--- src/rtl/regfile_write_queue_if.sv ---
// regfile_write_queue_if: writeback request, regfile write port and forwarding lookup bundle
interface regfile_write_queue_if #(
    parameter int DEPTH = 4,
    parameter int DW    = 64,
    parameter int AW    = 5
);
    localparam int CW = $clog2(DEPTH + 1);
    logic          mem_valid;
    logic [AW-1:0] mem_reg;
    logic [DW-1:0] mem_data;
    logic          mem_ready;
    logic          alu_valid;
    logic [AW-1:0] alu_reg;
    logic [DW-1:0] alu_data;
    logic          alu_ready;
    logic          drain_en;
    logic          RegWrite;
    logic [AW-1:0] WriteRegister;
    logic [DW-1:0] WriteData;
    logic [AW-1:0] fwd_reg1;
    logic [AW-1:0] fwd_reg2;
    logic          fwd_hit1;
    logic          fwd_hit2;
    logic [DW-1:0] fwd_data1;
    logic [DW-1:0] fwd_data2;
    logic [CW-1:0] count;
    modport master (
        output mem_valid, mem_reg, mem_data, alu_valid, alu_reg, alu_data,
               drain_en, fwd_reg1, fwd_reg2,
        input  mem_ready, alu_ready, RegWrite, WriteRegister, WriteData,
               fwd_hit1, fwd_hit2, fwd_data1, fwd_data2, count
    );
    modport slave (
        input  mem_valid, mem_reg, mem_data, alu_valid, alu_reg, alu_data,
               drain_en, fwd_reg1, fwd_reg2,
        output mem_ready, alu_ready, RegWrite, WriteRegister, WriteData,
               fwd_hit1, fwd_hit2, fwd_data1, fwd_data2, count
    );
endinterface

--- src/rtl/regfile_write_queue.sv ---
// regfile_write_queue: FIFO of pending regfile writes with forwarding; RFWQ_COALESCE_EN merges same-register requests
module regfile_write_queue #(
    parameter int DEPTH = 4,
    parameter int DW    = 64,
    parameter int AW    = 5
) (
    input logic                 clk,
    input logic                 reset,
    regfile_write_queue_if.slave bus
);
    localparam int CW = $clog2(DEPTH + 1);
    localparam int PW = $clog2(DEPTH);
    logic [AW-1:0] reg_q [DEPTH];
    logic [DW-1:0] data_q [DEPTH];
    logic [PW-1:0] wr_ptr_q, rd_ptr_q, slot;
    logic [CW-1:0] count_q;
    logic          we_q;
    logic [AW-1:0] wreg_q;
    logic [DW-1:0] wdata_q;
    logic          ready, accept, push, pop, merge, alloc;
    logic [AW-1:0] in_reg;
    logic [DW-1:0] in_data;

    assign ready         = count_q < CW'(DEPTH);
    assign bus.mem_ready = ready;
    assign bus.alu_ready = ready & ~bus.mem_valid;
    assign accept        = (bus.mem_valid & ready) | (bus.alu_valid & bus.alu_ready);
    assign in_reg        = bus.mem_valid ? bus.mem_reg : bus.alu_reg;
    assign in_data       = bus.mem_valid ? bus.mem_data : bus.alu_data;
    assign push          = accept && in_reg != AW'(31);
    assign pop           = bus.drain_en && count_q != '0;
`ifdef RFWQ_COALESCE_EN
    // the youngest entry is only being popped when it is also the head
    assign merge = push && count_q != '0 && reg_q[wr_ptr_q - PW'(1)] == in_reg
                   && !(pop && count_q == CW'(1));
`else
    assign merge = 1'b0;
`endif
    assign alloc = push & ~merge;
    assign slot  = wr_ptr_q - PW'(merge);

    assign bus.count         = count_q;
    assign bus.RegWrite      = we_q;
    assign bus.WriteRegister = wreg_q;
    assign bus.WriteData     = wdata_q;

    // youngest match wins: scan FIFO oldest to newest over the output stage
    function automatic logic [DW:0] lookup(input logic [AW-1:0] r);
        logic [DW:0] res;
        res = (we_q && wreg_q == r) ? {1'b1, wdata_q} : '0;
        for (int i = 0; i < DEPTH; i++)
            if (CW'(i) < count_q && reg_q[rd_ptr_q + PW'(i)] == r)
                res = {1'b1, data_q[rd_ptr_q + PW'(i)]};
        return (r == AW'(31)) ? '0 : res;
    endfunction

    // forwarding lookups see only state already registered
    always_comb begin
        {bus.fwd_hit1, bus.fwd_data1} = lookup(bus.fwd_reg1);
        {bus.fwd_hit2, bus.fwd_data2} = lookup(bus.fwd_reg2);
    end

    // entry storage; a merge rewrites the youngest slot in place
    always_ff @(posedge clk) begin
        if (alloc || merge) begin
            reg_q[slot]  <= in_reg;
            data_q[slot] <= in_data;
        end
    end

    // pointers, occupancy and the registered regfile write stage
    always_ff @(posedge clk) begin
        if (reset) begin
            wr_ptr_q <= '0;
            rd_ptr_q <= '0;
            count_q  <= '0;
            we_q     <= 1'b0;
            wreg_q   <= '0;
            wdata_q  <= '0;
        end else begin
            we_q    <= pop;
            count_q <= count_q + CW'(alloc) - CW'(pop);
            if (alloc)
                wr_ptr_q <= wr_ptr_q + PW'(1);
            if (pop) begin
                wreg_q   <= reg_q[rd_ptr_q];
                wdata_q  <= data_q[rd_ptr_q];
                rd_ptr_q <= rd_ptr_q + PW'(1);
            end
        end
    end
endmodule

--- src/flat_wrapper.sv ---
// flat-port wrapper written by rule: the top's interface ports become plain ports
module regfile_write_queue_flat 
#(
    parameter int DEPTH = 4,
    parameter int DW    = 64,
    parameter int AW    = 5
)
  (clk, reset, bus_mem_valid, bus_mem_reg, bus_mem_data, bus_alu_valid, bus_alu_reg, bus_alu_data, bus_drain_en, bus_fwd_reg1, bus_fwd_reg2, bus_mem_ready, bus_alu_ready, bus_RegWrite, bus_WriteRegister, bus_WriteData, bus_fwd_hit1, bus_fwd_hit2, bus_fwd_data1, bus_fwd_data2, bus_count);
  regfile_write_queue_if #(.DEPTH(DEPTH), .DW(DW), .AW(AW)) bus_i ();
  input logic clk;
  input logic reset;
  input wire logic [$bits(bus_i.mem_valid)-1:0] bus_mem_valid;
  input wire logic [$bits(bus_i.mem_reg)-1:0] bus_mem_reg;
  input wire logic [$bits(bus_i.mem_data)-1:0] bus_mem_data;
  input wire logic [$bits(bus_i.alu_valid)-1:0] bus_alu_valid;
  input wire logic [$bits(bus_i.alu_reg)-1:0] bus_alu_reg;
  input wire logic [$bits(bus_i.alu_data)-1:0] bus_alu_data;
  input wire logic [$bits(bus_i.drain_en)-1:0] bus_drain_en;
  input wire logic [$bits(bus_i.fwd_reg1)-1:0] bus_fwd_reg1;
  input wire logic [$bits(bus_i.fwd_reg2)-1:0] bus_fwd_reg2;
  output wire logic [$bits(bus_i.mem_ready)-1:0] bus_mem_ready;
  output wire logic [$bits(bus_i.alu_ready)-1:0] bus_alu_ready;
  output wire logic [$bits(bus_i.RegWrite)-1:0] bus_RegWrite;
  output wire logic [$bits(bus_i.WriteRegister)-1:0] bus_WriteRegister;
  output wire logic [$bits(bus_i.WriteData)-1:0] bus_WriteData;
  output wire logic [$bits(bus_i.fwd_hit1)-1:0] bus_fwd_hit1;
  output wire logic [$bits(bus_i.fwd_hit2)-1:0] bus_fwd_hit2;
  output wire logic [$bits(bus_i.fwd_data1)-1:0] bus_fwd_data1;
  output wire logic [$bits(bus_i.fwd_data2)-1:0] bus_fwd_data2;
  output wire logic [$bits(bus_i.count)-1:0] bus_count;
  assign bus_i.mem_valid = bus_mem_valid;
  assign bus_i.mem_reg = bus_mem_reg;
  assign bus_i.mem_data = bus_mem_data;
  assign bus_i.alu_valid = bus_alu_valid;
  assign bus_i.alu_reg = bus_alu_reg;
  assign bus_i.alu_data = bus_alu_data;
  assign bus_i.drain_en = bus_drain_en;
  assign bus_i.fwd_reg1 = bus_fwd_reg1;
  assign bus_i.fwd_reg2 = bus_fwd_reg2;
  assign bus_mem_ready = bus_i.mem_ready;
  assign bus_alu_ready = bus_i.alu_ready;
  assign bus_RegWrite = bus_i.RegWrite;
  assign bus_WriteRegister = bus_i.WriteRegister;
  assign bus_WriteData = bus_i.WriteData;
  assign bus_fwd_hit1 = bus_i.fwd_hit1;
  assign bus_fwd_hit2 = bus_i.fwd_hit2;
  assign bus_fwd_data1 = bus_i.fwd_data1;
  assign bus_fwd_data2 = bus_i.fwd_data2;
  assign bus_count = bus_i.count;
  regfile_write_queue #(.DEPTH(DEPTH), .DW(DW), .AW(AW)) u_core (.clk(clk), .reset(reset), .bus(bus_i));
endmodule
--- config.mk ---
export PLATFORM = sky130hd
export DESIGN_NAME = regfile_write_queue_flat
export DESIGN_NICKNAME = d
export VERILOG_FILES = /design/src/rtl/regfile_write_queue_if.sv /design/src/rtl/regfile_write_queue.sv /design/src/flat_wrapper.sv
export SDC_FILE = /design/constraint.sdc
export NUM_CORES = 1
export LEC_CHECK = 0
export CORE_ASPECT_RATIO = 1.1
export CORE_MARGIN = 2
export CORE_UTILIZATION = 50
export CTS_CLUSTER_SIZE = 8
export DETAILED_ROUTE_END_ITERATION = 6
export DONT_BUFFER_PORTS = 1
export HOLD_SLACK_MARGIN = 0.05
export PLACE_DENSITY = 0.74
export SLEW_MARGIN = 20
export SYNTH_ARGS = -nofsm -noshare
export SYNTH_HDL_FRONTEND = slang
export SYNTH_SLANG_ARGS = --single-unit
--- constraint.sdc ---
create_clock -name clk -period 4.9 [get_ports clk]
set_input_delay 1.47 -clock clk [delete_from_list [all_inputs] [get_ports clk]]
set_output_delay 1.47 -clock clk [all_outputs]
set_load 0.02 [all_outputs]
==> out/qor.yml, run 1 <==
layout_commonest_cell: "nand2_1"
synthCells: 2347
cp.required_ns: 3.43
dp_hpwl_um: 52600
cts_root_buffer: "clkbuf_16"
die_height_um: 238
worstMarginPinSlew_ns: 1.16
fmax_mhz: 205
io_pins: 358
clock_latency_ns: 0.60
regArea_sq_mm: 0.00989
worstRegToRegCells: 4
hold_class: "reg -> reg"
viasPerCell: 7.69
grt.total_usage_pct: 34.5
cp_num_buf_inv: 2
antenna_cells: 0
ys_top_cells_by_area: "edfxtp_1 33%, mux4_2 13%, dfxtp_1 6.4%, mux2_2 5.4%, a221o_1 5.2%"
pre_cts_slack_ns: -0.0134
crit_cells: 8
finalHoldViolations: 0
yosys_register_bits: 355
syn2layout_area_growth_pct: 15.3
synth-edff-count: 276
synth.top_cell.area_share_pct: 33.3
setup_violations: 0
wire_per_inst_um: 31.8
critPathLaunch: "bus_fwd_reg1[1]"
cp_max_fo: 32
start_util_pct: 50.7
h-tree-depth: 2
fillCellCount: 3866
port_buffers: 0
yosys_warnings: 0
grt_max_degree: 113
cp_slowest_stage_delay_ns: 0.35
grt_antenna_before_repair: 0
overflow: 0
clock_sinks: 355
ctsLongestPathBuffers: 3
cts-buffers-inserted: 50
fin_util_pct: 58.5
irDropWorstVdd_mv: 0.660
place.gp.congestion: 0.906
cts_hold_buffers: 0
routed_wl_um: 95100
rows: 85
cpMaxStageDelayCell: "o31ai_2"
drc: 12
synthesis.area_sq_mm: 0.0249
p_leak_nw: 9.13
core_sq_mm: 0.0490
synth_flop_cell: "edfxtp_1"
p_per_area_mw_per_mm2: 538
firstDrtPassIters: 7
min_period_over_period_pct: 99.4
critPathArrivalTime_ns: 3.40
layout_common_cells: "277 x nand2_1, 276 x edfxtp_1, 199 x a21oi_1, 199 x nor2_1, 148 x mux4_2"
synth_cell_types: 46
synth_nets: 2509
criticalPathCategory: "in -> out"
maxSlewHeadroom_pct: 22.4
endpoint: "bus_fwd_data1[26]"
rr_endpoint: "u_core.data_q[1][33]"
crit_chain: "xor2_1 > nor4_1 > nand3_1 > a21oi_4 > buf_12 > a221oi_2 > o31ai_2 > buf_4"
drv_cap: 0
grt_pass1_wl_um: 136000
avgSynthCellArea_sq_um: 10.6
synth_area_leader_cell: "edfxtp_1"
cp_top_family: "compound AO/OA/AOI/OAI gates"
slew_violations: 0
final_antenna_net_count: 0
drtIter0Drc: 3908
grt_setup_unrepaired: "true"
clock_skew_ns: 0.0180
drive_gt1_share_pct: 27.6
final.min_clock_period_ns: 4.87
endpoint_kind: "output port"
die_area_sq_mm: 0.0515
fp.dieW_um: 217
synthArstFlopShare_pct: 0
grt_pass1_vias: 22300
min_path_cells: 2
regToRegStartpoint: "u_core.bus.count[2]"
worst-r2r-setup-slack_ns: 2.52
cts_tree: "done"
synth-seq-area-share_pct: 39.7
multi_input_area_sq_mm: 0.0146
fin_nets: 2461
failed_checks: "design-rule violations"
setup_slack_ns: 0.0298
status: "finished, violations left"
clk_pin_slew_ns: 0.05
dr_total_vias: 23000
start_kind: "input port"
## per-layer routing
layer,vias up,wire (um),GRT usage [%]
li1,9157,-,-
met1,11000,32000,43.0
met2,2249,43700,54.9
met3,516,13800,9.38
met4,0,5600,18.7
met5,-,0,0
## what timing repair did
| action | in CTS | in global routing |
|---|---|---|
| resized for setup | 15 | 64 |
| pin swaps | 5 | 28 |
| gates cloned | 1 | 7 |
| buffers inserted | 13 | 10 |
| endpoints found under the setup margin | 130 | 129 |
## worst min-delay path by stage
stage / to / slack, ns / start
global route: u_core.bus.WriteData[58] / 0.62 / u_core.bus.WriteData[58]
global placement: u_core.wr_ptr_q[0] / 0.56 / u_core.wr_ptr_q[0]
finish: u_core.wr_ptr_q[0] / 0.59 / u_core.wr_ptr_q[0]
CTS: u_core.bus.WriteData[53] / 0.59 / u_core.bus.WriteData[53]
floorplan: u_core.wr_ptr_q[0] / 0.54 / u_core.wr_ptr_q[0]
detailed placement: u_core.wr_ptr_q[0] / 0.58 / u_core.wr_ptr_q[0]
## state kept, by name (all words and copies together) (netlist names), named ones only
| signal | count |
|---|---|
| u_core.bus.WriteRegister | 5 |
| u_core.reg_q | 20 |
| u_core.data_q | 256 |
| u_core.bus.RegWrite | 1 |
| u_core.rd_ptr_q | 2 |
| u_core.wr_ptr_q | 2 |
| u_core.bus.WriteData | 64 |
| u_core.bus.count | 3 |
## power by group
group          total, mW  switching [mW]  internal, mW
Sequential          4.72           0.764          3.96
Combinational       7.40            4.68          2.72
Clock               3.30            1.36          1.95
Total               15.4            6.80          8.62
## synth_stat cells, types with 2 or more instances
cell / n
inv_2: 2
a21oi_1: 202
and2_1: 5
or2_1: 65
buf_6: 11
a211oi_1: 128
mux2_2: 119
nor3_1: 7
nand4_1: 6
inv_1: 14
mux2i_1: 68
mux2_1: 14
ha_1: 8
xor2_1: 19
mux4_2: 148
a221oi_1: 64
clkbuf_1: 196
nor4_1: 3
nor2_1: 202
nand3_1: 64
buf_1: 18
nand2_1: 278
a221o_1: 128
buf_4: 2
a32oi_1: 64
nor2b_1: 2
buf_2: 39
edfxtp_1: 276
dfxtp_1: 79
xnor2_1: 36
o31ai_1: 65
## logic make-up (layout without fill, tap and decap cells)
group	Yosys count	count (layout)	share of synthesized area, %
mux	349	349	22.2
fa+ha+maj	9	9	0.483
simple gates	638	638	10.9
xor+xnor	56	56	2.05
compound gates	658	658	19.9
buf+inv	282	271	4.82
flops	355	355	39.7
## layout make-up
cell class | instances | share of cell area (%)
timing repair buffer | 166 | 6.38
sequential | 355 | 34.5
tap | 652 | 2.85
clock buffer | 87 | 4.96
multi-input combinational | 1710 | 51.0
inverter | 16 | 0.227
clock inverter | 2 | 0.100
## worst register-to-register path, stage by stage (launching register included)
cell     delay (ns)
dfxtp_1        0.30
inv_1          0.34
o221a_2        0.48
and2_4         0.20
buf_4          0.65
## through the flow
step                      cells  hold slack, ns  power (mW)  instance area (sq um)  setup TNS [ns]
after floorplan            2347           0.538        9.46                  25200               0
after global placement     2868           0.558        11.3                  26300               0
after detailed placement   2868           0.581        11.5                  26300         -0.0134
after CTS                  2971           0.590        15.0                  28000               0
after global routing       2988           0.619        15.9                  28700          -0.346
final                      2988           0.592        15.4                  28700               0
No activity file was read; power rests on OpenSTA's default activity.
==> inputs of run 2 (changes only) <==
--- a/config.mk
+++ b/config.mk
@@ -11,8 +11,9 @@
 export CTS_CLUSTER_SIZE = 8
 export DETAILED_ROUTE_END_ITERATION = 6
 export DONT_BUFFER_PORTS = 1
+export GPL_TIMING_DRIVEN = 0
 export HOLD_SLACK_MARGIN = 0.05
-export PLACE_DENSITY = 0.74
+export PLACE_DENSITY = 0.71
 export SLEW_MARGIN = 20
 export SYNTH_ARGS = -nofsm -noshare
 export SYNTH_HDL_FRONTEND = slang
==> constraint.sdc (replaced) <==
create_clock -name clk -period 5.7 [get_ports clk]
set_input_delay 1.71 -clock clk [delete_from_list [all_inputs] [get_ports clk]]
set_output_delay 1.71 -clock clk [all_outputs]
set_load 0.02 [all_outputs]
==> out/qor.yml, run 2 (same netlist as run 1, synthesis figures left out) <==
final_antenna_net_count: 0
die_height_um: 238
dp_hpwl_um: 69000
worst-r2r-setup-slack_ns: 2.57
cts_root_buffer: "clkbuf_16"
pre_cts_slack_ns: -0.917
min_period_over_period_pct: 101
layout_commonest_cell: "nand2_1"
port_buffers: 0
cts_tree: "done"
routed_wl_um: 103000
final.min_clock_period_ns: 5.76
ctsLongestPathBuffers: 3
fin_nets: 2576
status: "finished, violations left"
start_util_pct: 50.7
drive_gt1_share_pct: 23.3
grt_pass1_wl_um: 148000
clock_sinks: 355
firstDrtPassIters: 7
p_leak_nw: 8.91
grt_antenna_before_repair: 0
grt_setup_unrepaired: "false"
fmax_mhz: 173
wire_per_inst_um: 33.2
cp_max_fo: 10
regArea_sq_mm: 0.00987
failed_checks: "design-rule violations, negative setup slack"
critPathLaunch: "bus_fwd_reg1[0]"
grt_pass1_vias: 22500
viasPerCell: 7.57
start_kind: "input port"
cts_hold_buffers: 0
layout_common_cells: "278 x nand2_1, 276 x edfxtp_1, 200 x a21oi_1, 200 x nor2_1, 171 x clkbuf_1"
drc: 1
power_mw: 13.4
multi_input_area_sq_mm: 0.0146
fp.dieW_um: 217
clock_latency_ns: 0.60
die_area_sq_mm: 0.0515
irDropWorstVdd_mv: 0.301
cp.required_ns: 3.99
top_register: "u_core.data_q"
p_per_area_mw_per_mm2: 473
io_pins: 358
endpoint: "bus_fwd_data1[60]"
worstRegToRegCells: 9
drtIter0Drc: 3959
endpoint_kind: "output port"
hold_class: "reg -> reg"
rr_endpoint: "u_core.bus.count[1]"
core_sq_mm: 0.0490
criticalPathCategory: "in -> out"
clk_pin_slew_ns: 0.06
antenna_cells: 0
grt_max_degree: 39
setup_violations: 10
place.gp.congestion: 1.00
slew_violations: 0
cts-buffers-inserted: 51
regToRegStartpoint: "u_core.bus.count[1]"
critPathArrivalTime_ns: 4.05
finalHoldViolations: 0
grt.total_usage_pct: 38.7
setup_slack_ns: -0.0648
drv_cap: 0
rows: 85
largest_register_ff_count: 256
syn2layout_area_growth_pct: 14.0
clock_skew_ns: 0.0135
overflow: 0
fillCellCount: 4066
h-tree-depth: 2
worstMarginPinSlew_ns: 0.973
maxSlewHeadroom_pct: 35.2
dr_total_vias: 23500
## run 2: cell count changes in the layout (fill, tap and decap cells not counted), sizes merged
cell	before	now
buf	159	77
bufbuf	1	0
clkbuf	93	294
inv	16	17
## run 2: how the worst min path moves through the flow
stage,startpoint,to,slack [ns],cells past startpoint
after global routing,u_core.bus.WriteData[48],u_core.bus.WriteData[48],0.61,2
after global placement,u_core.wr_ptr_q[0],u_core.wr_ptr_q[0],0.56,2
after floorplan,u_core.wr_ptr_q[0],u_core.wr_ptr_q[0],0.54,2
after detailed placement,u_core.bus.WriteData[59],u_core.bus.WriteData[59],0.58,2
final,u_core.bus.WriteData[59],u_core.bus.WriteData[59],0.60,2
after CTS,u_core.bus.WriteData[59],u_core.bus.WriteData[59],0.59,2
## run 2: final cells by class
class / count / area share (%)
repair buffers: 15 / 0.927
plain buffers: 265 / 4.42
flip-flops and latches: 355 / 34.8
clock buffers: 91 / 5.18
multi-input cells: 1710 / 51.5
clock inverters: 3 / 0.0486
inverters: 16 / 0.212
well taps: 652 / 2.88
## run 2: critical path, cell delays in order
cell and delay (ns):
clkbuf_2 0.18, xnor2_1 0.17, nand4_1 0.23, o21ba_2 0.60
clkbuf_1 0.68, a32oi_1 0.27, o31ai_2 0.20
## run 2: per-layer routing
metal  wire, um  global-route usage (%)
met5         33                   0.476
met3      14000                    13.4
met1      35900                    47.6
met2      46300                    60.4
met4       6910                    20.1
## run 2: timing repair
| action | in CTS | in global routing |
|---|---|---|
| buffers inserted | 5 | 2 |
| endpoints found under the hold margin | 0 | 0 |
| gates resized for setup | 153 | 89 |
| endpoints found under the setup margin | 130 | 126 |
| pin swaps | 5 | 22 |
| cloned | 0 | 0 |
## run 2: report_power, final
group / internal [mW] / switching (mW) / total, mW
Sequential: 3.39 / 0.650 / 4.04
Combinational: 2.21 / 4.26 / 6.48
Clock: 1.72 / 1.17 / 2.88
Total: 7.32 / 6.08 / 13.4
## run 2: stage by stage
stage               area (sq um)  setup TNS (ns)  utilization [%]  hold WS (ns)  std cells
global placement           25700         -405.99             52.4         0.556       2999
global route               28300               0             57.8         0.613       3107
floorplan                  24900               0                -         0.538       2347
detailed placement         25900          -91.36             52.8         0.584       3007
finish                     28300          -0.413             57.8         0.598       3107
CTS                        28100          -0.665             57.3         0.592       3105
